## src/rtl/updown_counter_param.sv

```systemverilog
// Parametrised up/down counter with load, terminal-count flags and registered
// overflow/underflow pulses. Embedded concurrent checks cover the counting rules.
module updown_counter_param #(
  parameter int unsigned WIDTH    = 4,
  parameter int unsigned MAX_VAL  = 2**WIDTH - 1,
  parameter int unsigned STEP     = 1,
  parameter bit          SATURATE = 1'b0
) (
  input  logic             clk,
  input  logic             reset,
  input  logic             en,
  input  logic             up_down,
  input  logic             load,
  input  logic [WIDTH-1:0] load_val,
  output logic [WIDTH-1:0] count,
  output logic             at_max,
  output logic             at_min,
  output logic             ovf,
  output logic             unf
);

  if (WIDTH < 2 || STEP == 0 || STEP > MAX_VAL || MAX_VAL > (2**WIDTH) - 1) begin : g_param_check
    $error("updown_counter_param: illegal WIDTH/MAX_VAL/STEP combination");
  end

  // One extra bit so sums and wrap corrections never truncate.
  localparam logic [WIDTH:0]   MaxExt  = (WIDTH+1)'(MAX_VAL);
  localparam logic [WIDTH:0]   StepExt = (WIDTH+1)'(STEP);
  localparam logic [WIDTH:0]   ModExt  = MaxExt + 1'b1;
  localparam logic [WIDTH-1:0] MaxVal  = WIDTH'(MAX_VAL);

  logic [WIDTH-1:0] count_q, count_d;
  logic             ovf_q, ovf_d;
  logic             unf_q, unf_d;

  logic [WIDTH:0]   cnt_ext;
  logic [WIDTH:0]   sum_ext;
  logic [WIDTH:0]   wrap_up_ext;
  logic [WIDTH:0]   diff_ext;
  logic [WIDTH:0]   wrap_dn_ext;
  logic             up_limit;
  logic             dn_limit;
  logic [WIDTH-1:0] load_clamp;

  always_comb begin
    cnt_ext     = {1'b0, count_q};
    sum_ext     = cnt_ext + StepExt;
    wrap_up_ext = sum_ext - ModExt;
    diff_ext    = cnt_ext - StepExt;
    wrap_dn_ext = cnt_ext + ModExt - StepExt;
    up_limit    = sum_ext > MaxExt;
    dn_limit    = cnt_ext < StepExt;
    load_clamp  = ({1'b0, load_val} > MaxExt) ? MaxVal : load_val;

    count_d = count_q;
    ovf_d   = 1'b0;
    unf_d   = 1'b0;

    if (load) begin
      count_d = load_clamp;
    end else if (en) begin
      if (up_down) begin
        ovf_d = up_limit;
        if (!up_limit)     count_d = sum_ext[WIDTH-1:0];
        else if (SATURATE) count_d = MaxVal;
        else               count_d = wrap_up_ext[WIDTH-1:0];
      end else begin
        unf_d = dn_limit;
        if (!dn_limit)     count_d = diff_ext[WIDTH-1:0];
        else if (SATURATE) count_d = '0;
        else               count_d = wrap_dn_ext[WIDTH-1:0];
      end
    end
  end

  always_ff @(posedge clk) begin
    if (reset) begin
      count_q <= '0;
      ovf_q   <= 1'b0;
      unf_q   <= 1'b0;
    end else begin
      count_q <= count_d;
      ovf_q   <= ovf_d;
      unf_q   <= unf_d;
    end
  end

  assign count  = count_q;
  assign ovf    = ovf_q;
  assign unf    = unf_q;
  assign at_max = (count_q == MaxVal);
  assign at_min = (count_q == '0);

  // Checker reference written in plain integer arithmetic, independent of the datapath above.
  function automatic int exp_up(int c);
    if (c + STEP > MAX_VAL) return SATURATE ? MAX_VAL : c + STEP - MAX_VAL - 1;
    return c + STEP;
  endfunction

  function automatic int exp_down(int c);
    if (c < STEP) return SATURATE ? 0 : c + MAX_VAL + 1 - STEP;
    return c - STEP;
  endfunction

  function automatic int exp_load(int v);
    return (v > MAX_VAL) ? MAX_VAL : v;
  endfunction

  a_up: assert property (@(posedge clk) disable iff (reset)
    en && !load && up_down |=> int'(count) == exp_up(int'($past(count))));

  a_down: assert property (@(posedge clk) disable iff (reset)
    en && !load && !up_down |=> int'(count) == exp_down(int'($past(count))));

  a_load: assert property (@(posedge clk) disable iff (reset)
    load |=> int'(count) == exp_load(int'($past(load_val))));

  a_hold: assert property (@(posedge clk) disable iff (reset)
    !en && !load |=> $stable(count));

  a_range: assert property (@(posedge clk) disable iff (reset)
    int'(count) <= MAX_VAL);

  a_excl: assert property (@(posedge clk) disable iff (reset)
    !(ovf && unf));

  a_reset: assert property (@(posedge clk) reset |=> count == '0);

endmodule

```

## config.mk

```make
export PLATFORM = sky130hd
export DESIGN_NAME = updown_counter_param
export DESIGN_NICKNAME = d
export VERILOG_FILES = /design/src/rtl/updown_counter_param.sv
export SDC_FILE = /design/constraint.sdc
export NUM_CORES = 1
export LEC_CHECK = 0
export ABC_AREA = 1
export BUFFER_PORTS_ARGS = -buffer_cell sky130_fd_sc_hd__buf_2
export CORE_AREA = 2 2 39 41
export DETAILED_ROUTE_END_ITERATION = 8
export DIE_AREA = 0 0 41 43
export GPL_ROUTABILITY_DRIVEN = 0
export PLACE_DENSITY_LB_ADDON = 0.05
export SYNTH_ARGS = -nofsm -noshare
export SYNTH_HDL_FRONTEND = slang
export SYNTH_SLANG_ARGS = --single-unit
```

## constraint.sdc

```tcl
create_clock -name clk -period 1.91 [get_ports clk]
set_input_delay 0.0955 -clock clk [delete_from_list [all_inputs] [get_ports clk]]
set_output_delay 0.0955 -clock clk [all_outputs]
set_load 0.02 [all_outputs]
```

==> results.py, run 1 <==
metrics = {
    "outcome": {
        "status": "complete, no violations",
    },
    "worst_setup_path": {
        "path_max_fanout": 6,
        "crit_start": "count[0]",
        "crit_chain": "inv_1, ha_1, nand3_1, inv_1, buf_2",
        "critPathSlowestCell": "dfxtp_1",
        "critPathLaunchType": "register",
        "crit_required_ns": 1.81,
        "rr_startpoint": "count[0]",
        "worstRegToRegCells": 8,
        "critical_path_class": "register to primary output",
        "crit_path_end_kind": "primary output",
        "arrival_ns": 1.40,
        "r2r_slack_ns": 0.54,
        "cpMostUsedCell": "inv_1",
        "crit_buf_inv": 3,
        "max_stage_delay_ns": 0.44,
        "path_delay_family": "flip-flops",
        "endpoint": "at_min",
        "r2r-end": "ovf",
        "crit_cells": 5,
    },
    "placement": {
        "portBuffers": 16,
        "dp_hpwl_um": 861,
        "dpl.cell_count": 96,
        "dpl_worst_slack_ns": 0.551,
    },
    "cells_and_area": {
        "antennaDiodeCount": 0,
        "nNetsFinal": 97,
        "final-seq-area_um2": 120,
        "postLayoutCoreUtil_pct": 39.4,
        "syn_to_final_growth_pct": 23.5,
        "multi_input_area_um2": 250,
        "drive_above_1_share_pct": 27.7,
        "finalNonFillerCells": 99,
        "fillCellCount": 170,
    },
    "logic_synthesis": {
        "synth_area_leader_cell": "dfxtp_1",
        "synth_cell_types": 21,
        "synth_seq_area_share_pct": 27.2,
        "syn-num-nets": 78,
        "yosysWarnings": 0,
        "post-synth-top-count-cell": "inv_1",
        "synth-seq-cells": 6,
        "yosys-top-cells-count": "13 x inv_1, 11 x nand2_1, 7 x nor2_1",
        "netlist_area_um2": 442,
        "synth_area_leaders": "dfxtp_1 27%, inv_1 11%, nand2_1 9.3%",
        "async_flop_share_pct": 0,
        "synth_ff_type": "dfxtp_1",
        "syn_area_per_cell_um2": 6.69,
        "syn_inst": 66,
        "synth-edff-count": 0,
        "synth_top_area_share_pct": 27.2,
    },
    "clock_network": {
        "cts_setup_buffers": 0,
        "htree_levels": 1,
        "clockRootBuffer": "clkbuf_4",
        "clock_path_buffers": 2,
        "insertion_delay_ns": 0.25,
        "cts_tree": "yes",
        "cts_resized": 0,
        "clock_sinks": 6,
        "clkTransAtPathRegs_ns": 0.05,
        "numCtsBuffers": 3,
        "hold_buffers": 0,
    },
    "pwr": {
        "p_seq_share_pct": 39.8,
        "sw_frac_of_total_pct": 33.9,
        "leakage_nw": 0.296,
        "cellPowerDensity_mw_per_mm2": 667,
        "p_switching_mw": 0.123,
        "p_clk_share_pct": 33.9,
        "comb_power_share_pct": 26.3,
        "p_int_mw": 0.241,
        "ir_drop_v": 0.000249,
    },
    "routing": {
        "drt-initial-drc-count": 6,
        "vias": 463,
        "via_per_inst": 4.68,
        "drt-total-wl_mm": 1.08,
        "ant_nets": 0,
        "drc": 0,
        "firstDrtPassIters": 4,
        "routedWlPerCell_um": 10.9,
    },
    "floorplan": {
        "die_h_um": 43,
        "core_area_mm2": 0.00138,
        "initial_utilization_pct": 31.9,
        "fp.dieW_um": 41,
        "ios": 17,
        "fp-row-count": 14,
        "dieArea_mm2": 0.00176,
    },
    "sta": {
        "slew_headroom_pct": 82.3,
        "rsz0062_at_grt": "false",
        "fin_ws_ns": 0.419,
        "setup_viol": 0,
        "worstMarginPinSlew_ns": 0.265,
        "max_freq_ghz": 0.671,
        "finalCritPeriodShare_pct": 78.1,
        "finClkSkew_ns": 0.00434,
        "period_minus_slack_ns": 1.49,
        "whs_ns": 0.0304,
        "finalMaxSlewViolations": 0,
        "fin_tns_setup_ns": 0,
        "hold_viol_final": 0,
    },
    "global_route": {
        "grt_pass1_wl_mm": 1.81,
        "antenna_found_initial": 0,
        "grt_use_total_pct": 15.6,
        "overflow": 0,
        "grt_pass1_vias": 425,
        "grt_max_degree": 11,
    },
    "flow_run": {
        "drv_cap": 0,
    },
    "hold_path": {
        "hp-class": "input port to register",
    },
}
## routing by layer
metal / GRT usage, % / up-vias / share of wire, %
met5: 0 / - / 0
met2: 20.6 / 13 / 46
li1: - / 244 / -
met4: 8.00 / 0 / 1.9
met1: 22.1 / 203 / 48
met3: 4.71 / 3 / 4.4
## logic make-up (layout without fill, tap and decap cells)
logic type / after synthesis / after routing / share of synthesized area, %
adder cells (fa/ha/maj): 3 / 3 / 8.50
buffers and inverters: 16 / 33 / 16.1
AND/OR/NAND/NOR: 29 / 29 / 30.9
AO/OA/AOI/OAI: 11 / 11 / 15.3
flip-flops: 6 / 6 / 27.2
XOR/XNOR: 1 / 1 / 1.98
## cells in the final DEF, fill, tap and decap left out, types with 2 or more instances in the layout
cell / n
nand3_1: 6
nand2_1: 11
a21oi_1: 2
ha_1: 3
buf_2: 16
inv_1: 13
clkbuf_4: 3
a22oi_1: 3
o21ai_0: 3
nor2_1: 7
dfxtp_1: 6
## worst register-to-register path: stages, from the launching register on
cell,delay (ns)
dfxtp_1,0.44
inv_1,0.13
ha_1,0.32
inv_1,0.08
nor2_1,0.04
nand3_1,0.05
nor2_1,0.04
nor2_1,0.12
nor3_2,0.04
## layout make-up
cell class	instances	share of cell area [%]
Timing Repair Buffer	16	14.7
Multi-Input combinational cell	44	45.9
Sequential cell	6	22.0
Inverter	14	9.63
Tap cell	16	3.67
Clock buffer	3	4.13
## power groups by stage
stage / combinational [mW] / clock [mW] / sequential (mW)
2_1_floorplan: 0.0612 / 0 / 0.153
3_3_place_gp: 0.0985 / 0 / 0.147
3_5_place_dp: 0.0968 / 0 / 0.147
4_1_cts: 0.0973 / 0.127 / 0.145
5_1_grt: 0.109 / 0.135 / 0.146
6_report: 0.0956 / 0.123 / 0.145
## state kept, by name, indices dropped and copies added, names as in the netlist
name   flops
count      4
unf        1
ovf        1
## metrics by stage
step / area [µm²] / power [mW]
6_report: 546 / 0.364
5_1_grt: 546 / 0.390
4_1_cts: 546 / 0.369
3_5_place_dp: 523 / 0.244
3_3_place_gp: 523 / 0.246
2_1_floorplan: 442 / 0.214
## worst min path at each step
stage                from       end  slack, ns  depth (start not counted)
global placement    reset  count[3]       0.29                          2
global route        reset  count[3]       0.04                          2
finish              reset  count[3]       0.03                          2
detailed placement  reset  count[3]       0.29                          2
CTS                 reset  count[3]       0.03                          2
floorplan           reset  count[3]       0.16                          1
(Power assumes the default switching activity.)
==> run 2, diff against run 1 <==
==> constraint.sdc (replaced) <==
create_clock -name clk -period 1.4 [get_ports clk]
set_input_delay 0.07 -clock clk [delete_from_list [all_inputs] [get_ports clk]]
set_output_delay 0.07 -clock clk [all_outputs]
set_load 0.02 [all_outputs]
==> run 2 against run 1 <==
Power rose by 41%. Combinational power rose by 51%. Register-to-register slack got worse by 0.36 ns. Core utilization rose by 2.2 points. Clock power rose by 41%. Die area did not move. Setup slack got worse by 0.26 ns. Critical path type unchanged. Critical endpoint unchanged.
==> results.py, run 2 (synthesis gave the netlist of run 1 again) <==
metrics = {
    "worst_setup_path": {
        "crit_chain": "inv_2, ha_2, nand3_1, inv_1, buf_2",
        "critPathSlowestCell": "dfxtp_2",
        "path_max_fanout": 4,
        "max_stage_delay_ns": 0.33,
        "crit_buf_inv": 3,
        "crit_required_ns": 1.33,
        "critical_path_class": "register to primary output",
        "path_delay_family": "flip-flops",
        "arrival_ns": 1.18,
        "critPathLaunchType": "register",
        "crit_path_end_kind": "primary output",
    },
    "clock_network": {
        "clockRootBuffer": "clkbuf_4",
        "cts_tree": "yes",
        "numCtsBuffers": 3,
        "insertion_delay_ns": 0.26,
        "clock_path_buffers": 2,
        "clkTransAtPathRegs_ns": 0.05,
        "htree_levels": 1,
        "clock_sinks": 6,
    },
    "floorplan": {
        "core_area_mm2": 0.00138,
        "ios": 17,
        "fp-row-count": 14,
        "die_h_um": 43,
        "dieArea_mm2": 0.00176,
        "fp.dieW_um": 41,
        "initial_utilization_pct": 31.9,
    },
    "cells_and_area": {
        "fillCellCount": 153,
        "final_common_cell": "buf_2",
        "largest_reg_flops": 4,
        "drive_above_1_share_pct": 33.7,
        "nNetsFinal": 100,
        "final_design_area_no_fill_um2": 576,
        "antennaDiodeCount": 0,
        "syn_to_final_growth_pct": 30.3,
        "final_cell_mix": "16 x buf_2, 12 x inv_1, 11 x nand2_1, 7 x nor2_1, 6 x nand3_1",
    },
    "sta": {
        "worstMarginPinSlew_ns": 0.292,
        "finalCritPeriodShare_pct": 89.0,
        "whs_ns": 0.114,
        "rsz0062_at_grt": "false",
        "max_freq_ghz": 0.803,
        "slew_headroom_pct": 80.4,
        "finalMaxSlewViolations": 0,
        "fin_tns_setup_ns": 0,
        "finClkSkew_ns": 0.00218,
        "period_minus_slack_ns": 1.25,
        "setup_viol": 0,
        "hold_viol_final": 0,
    },
    "routing": {
        "drt-total-wl_mm": 1.14,
        "routedWlPerCell_um": 11.2,
        "firstDrtPassIters": 4,
        "via_per_inst": 4.61,
        "vias": 470,
        "drt-initial-drc-count": 5,
        "ant_nets": 0,
        "drc": 0,
    },
    "global_route": {
        "grt_max_degree": 11,
        "antenna_found_initial": 0,
        "grt_use_total_pct": 16.3,
        "grt_pass1_wl_mm": 1.81,
        "overflow": 0,
        "grt_pass1_vias": 430,
    },
    "placement": {
        "postPlaceCellArea_um2": 538,
        "dp_hpwl_um": 877,
        "portBuffers": 16,
    },
    "flow_run": {
        "drv_cap": 0,
    },
    "hold_path": {
        "hp-class": "input port to register",
    },
    "pwr": {
        "leakage_nw": 0.309,
        "ir_drop_v": 0.000317,
        "cellPowerDensity_mw_per_mm2": 892,
    },
    "outcome": {
        "status": "complete, no violations",
    },
}
-- run 2: cell types whose count changed in the layout (fill, tap and decap cells not counted), sizes merged --
cell / previous run / this run
dlygate4sd3: 0 / 1
buf: 16 / 18
-- run 2: area by class of cell --
type	instances	area (µm²)	area share, %
multi-input cells	44	253	43.9
flip-flops and latches	6	123	21.3
repair buffers	19	105	18.3
inverters	14	52.6	9.13
clock buffers	3	22.5	3.91
well taps	16	20.0	3.48
-- run 2: power breakdown --
part	internal (mW)	switching (mW)	leakage (nW)
Clock	0.0979	0.0762	0.0138
Sequential	0.182	0.0136	0.0499
Combinational	0.0589	0.0850	0.246
-- run 2: through the flow --
stage                     worst slack (ns)  total power, mW  utilization (%)  instances
after floorplan                     0.0111            0.292                -         66
after global routing                0.0543            0.554             41.6        102
after global placement               0.177            0.340             38.9         98
final                                0.154            0.514             41.6        102
after CTS                           0.0615            0.523             41.2        102
after detailed placement             0.161            0.339             38.9         98
-- run 2: what timing repair did --
action / CTS / global route
hold buffers: 1 / 0
buffers inserted: 0 / 0
hold endpoints to repair: 1 / 0
endpoints found under the setup margin: 0 / 2
resized for setup: 0 / 4
-- run 2: worst paths after layout --
kind              startpoint        to  slack, ns  cells past startpoint
setup reg to reg    count[1]       ovf       0.18                      8
setup / recovery    count[0]    at_min       0.15                      5
hold reg to reg     count[1]  count[1]       0.59                      2
hold / removal       up_down       unf       0.11                      2
-- run 2: metal layers --
layer  GRT usage (%)  share of wire (%)  routed length [µm]  vias up
li1                -                  -                   -      253
met1            17.7                 43                 494      199
met2            24.1                 49                 554       15
met3            7.85                5.8                  66        3
met4            10.0                2.2                  25        0
met5               0                  0                   0        -
==> run 3, diff against run 2 <==
--- a/config.mk
+++ b/config.mk
@@ -11,7 +11,6 @@
 export DETAILED_ROUTE_END_ITERATION = 8
 export DIE_AREA = 0 0 41 43
 export GPL_ROUTABILITY_DRIVEN = 0
-export PLACE_DENSITY_LB_ADDON = 0.05
 export SYNTH_ARGS = -nofsm -noshare
 export SYNTH_HDL_FRONTEND = slang
 export SYNTH_SLANG_ARGS = --single-unit
==> run 3 against run 2 <==
Highest routed layer unchanged. Largest cell class unchanged. Register-to-register slack about the same. Clock-buffer cell count unchanged. Critical path depth unchanged.
==> results.py, run 3 (synthesis gave the netlist of run 1 again) <==
metrics = {
    "outcome": {
        "status": "complete, no violations",
    },
    "cells_and_area": {
        "syn_to_final_growth_pct": 25.5,
        "antennaDiodeCount": 0,
        "largest_reg_flops": 4,
        "drive_above_1_share_pct": 31.0,
        "final_common_cell": "buf_2",
        "final_cell_mix": "16 x buf_2, 12 x inv_1, 11 x nand2_1, 7 x nor2_1, 6 x nand3_1",
        "finalNonFillerCells": 100,
        "nNetsFinal": 98,
    },
    "worst_setup_path": {
        "critical_path_class": "register to primary output",
        "critPathLaunchType": "register",
        "path_max_fanout": 7,
        "arrival_ns": 1.21,
        "worstRegToRegCells": 8,
        "crit_path_end_kind": "primary output",
        "crit_required_ns": 1.33,
    },
    "routing": {
        "drt-total-wl_mm": 1.04,
        "met3WireLength_um": 61,
        "routedWlPerCell_um": 10.4,
        "drc": 0,
        "via_per_inst": 4.83,
        "ant_nets": 0,
        "dr.max_layer_used": "met4",
        "vias": 483,
        "wl_met1_um": 451,
        "firstDrtPassIters": 6,
        "route.met2.wl_um": 513,
        "drt-initial-drc-count": 15,
    },
    "floorplan": {
        "ios": 17,
        "fp.dieW_um": 41,
        "dieArea_mm2": 0.00176,
        "fp-row-count": 14,
        "die_h_um": 43,
        "core_area_mm2": 0.00138,
        "initial_utilization_pct": 31.9,
    },
    "global_route": {
        "grt_max_degree": 11,
        "overflow": 0,
        "grt_pass1_wl_mm": 1.84,
        "grt_pass1_vias": 456,
        "grt_use_total_pct": 15.3,
        "antenna_found_initial": 0,
    },
    "sta": {
        "fin_tns_setup_ns": 0,
        "worstMarginPinSlew_ns": 0.266,
        "finClkSkew_ns": 0.00151,
        "finalMaxSlewViolations": 0,
        "max_freq_ghz": 0.784,
        "period_minus_slack_ns": 1.28,
        "rsz0062_at_grt": "false",
        "setup_viol": 0,
        "hold_viol_final": 0,
        "slew_headroom_pct": 82.1,
        "finalCritPeriodShare_pct": 91.2,
    },
    "clock_network": {
        "insertion_delay_ns": 0.25,
        "numCtsBuffers": 3,
        "htree_levels": 1,
        "clkTransAtPathRegs_ns": 0.05,
        "clock_path_buffers": 2,
        "cts_setup_buffers": 0,
        "clock_sinks": 6,
        "clockRootBuffer": "clkbuf_4",
        "cts_tree": "yes",
    },
    "hold_path": {
        "holdPathStages": 2,
        "hp-class": "input port to register",
    },
    "placement": {
        "dp_hpwl_um": 832,
        "dpl.cell_count": 97,
        "portBuffers": 16,
    },
    "pwr": {
        "sw_frac_of_total_pct": 33.2,
        "comb_power_share_pct": 27.3,
        "leakage_nw": 0.301,
        "p_seq_share_pct": 39.5,
        "p_switching_mw": 0.165,
        "p_clk_share_pct": 33.2,
        "ir_drop_v": 0.000416,
        "cellPowerDensity_mw_per_mm2": 896,
        "p_int_mw": 0.332,
    },
    "flow_run": {
        "drv_cap": 0,
    },
}
## run 3: metal layers
layer	GRT usage (%)	vias up
met2	22.8	16
met5	0	-
li1	-	246
met4	4.00	0
met3	6.28	4
met1	19.7	217
## run 3: worst max-delay path: stages, from the launching register on
cell,delay (ns)
dfxtp_2,0.39
inv_1,0.06
ha_1,0.20
nand3_1,0.12
inv_1,0.04
buf_2,0.15
## run 3: power by group through the flow
stage	registers (mW)	logic, mW	clock network (mW)
CTS	0.195	0.136	0.171
detailed placement	0.198	0.135	0
finish	0.196	0.135	0.165
global route	0.198	0.156	0.183
global placement	0.198	0.134	0
floorplan	0.208	0.0836	0
## run 3: final timing paths
kind	startpoint	to	slack, ns
min	reset	count[3]	0.009
min reg2reg	count[1]	count[1]	0.62
max	count[1]	at_min	0.12
max reg2reg	count[1]	ovf	0.18
## run 3: stage by stage
stage / instance area [µm²] / total power [mW] / setup slack (ns) / util (%) / hold WS (ns)
after floorplan: 442 / 0.292 / 0.0111 / - / 0.132
after global placement: 531 / 0.332 / 0.132 / 38.3 / 0.265
after detailed placement: 531 / 0.333 / 0.109 / 38.3 / 0.265
after CTS: 553 / 0.502 / 0.0310 / 40.0 / 0.00642
after global routing: 554 / 0.538 / 0.0215 / 40.1 / 0.00288
final: 554 / 0.496 / 0.124 / 40.1 / 0.00869
## run 3: layout make-up
cell class / count / area, µm²
Clock buffer: 3 / 22.5
Fill cell: 152 / 830
Inverter: 14 / 52.6
Multi-Input combinational cell: 44 / 250
Sequential cell: 6 / 121
Tap cell: 16 / 20.0
Timing Repair Buffer: 17 / 87.6
## run 3: repair_timing
item,in CTS,in global routing
hold endpoints to repair,0,0
resized for setup,0,2
endpoints found under the setup margin,0,3
hold buffers,0,0
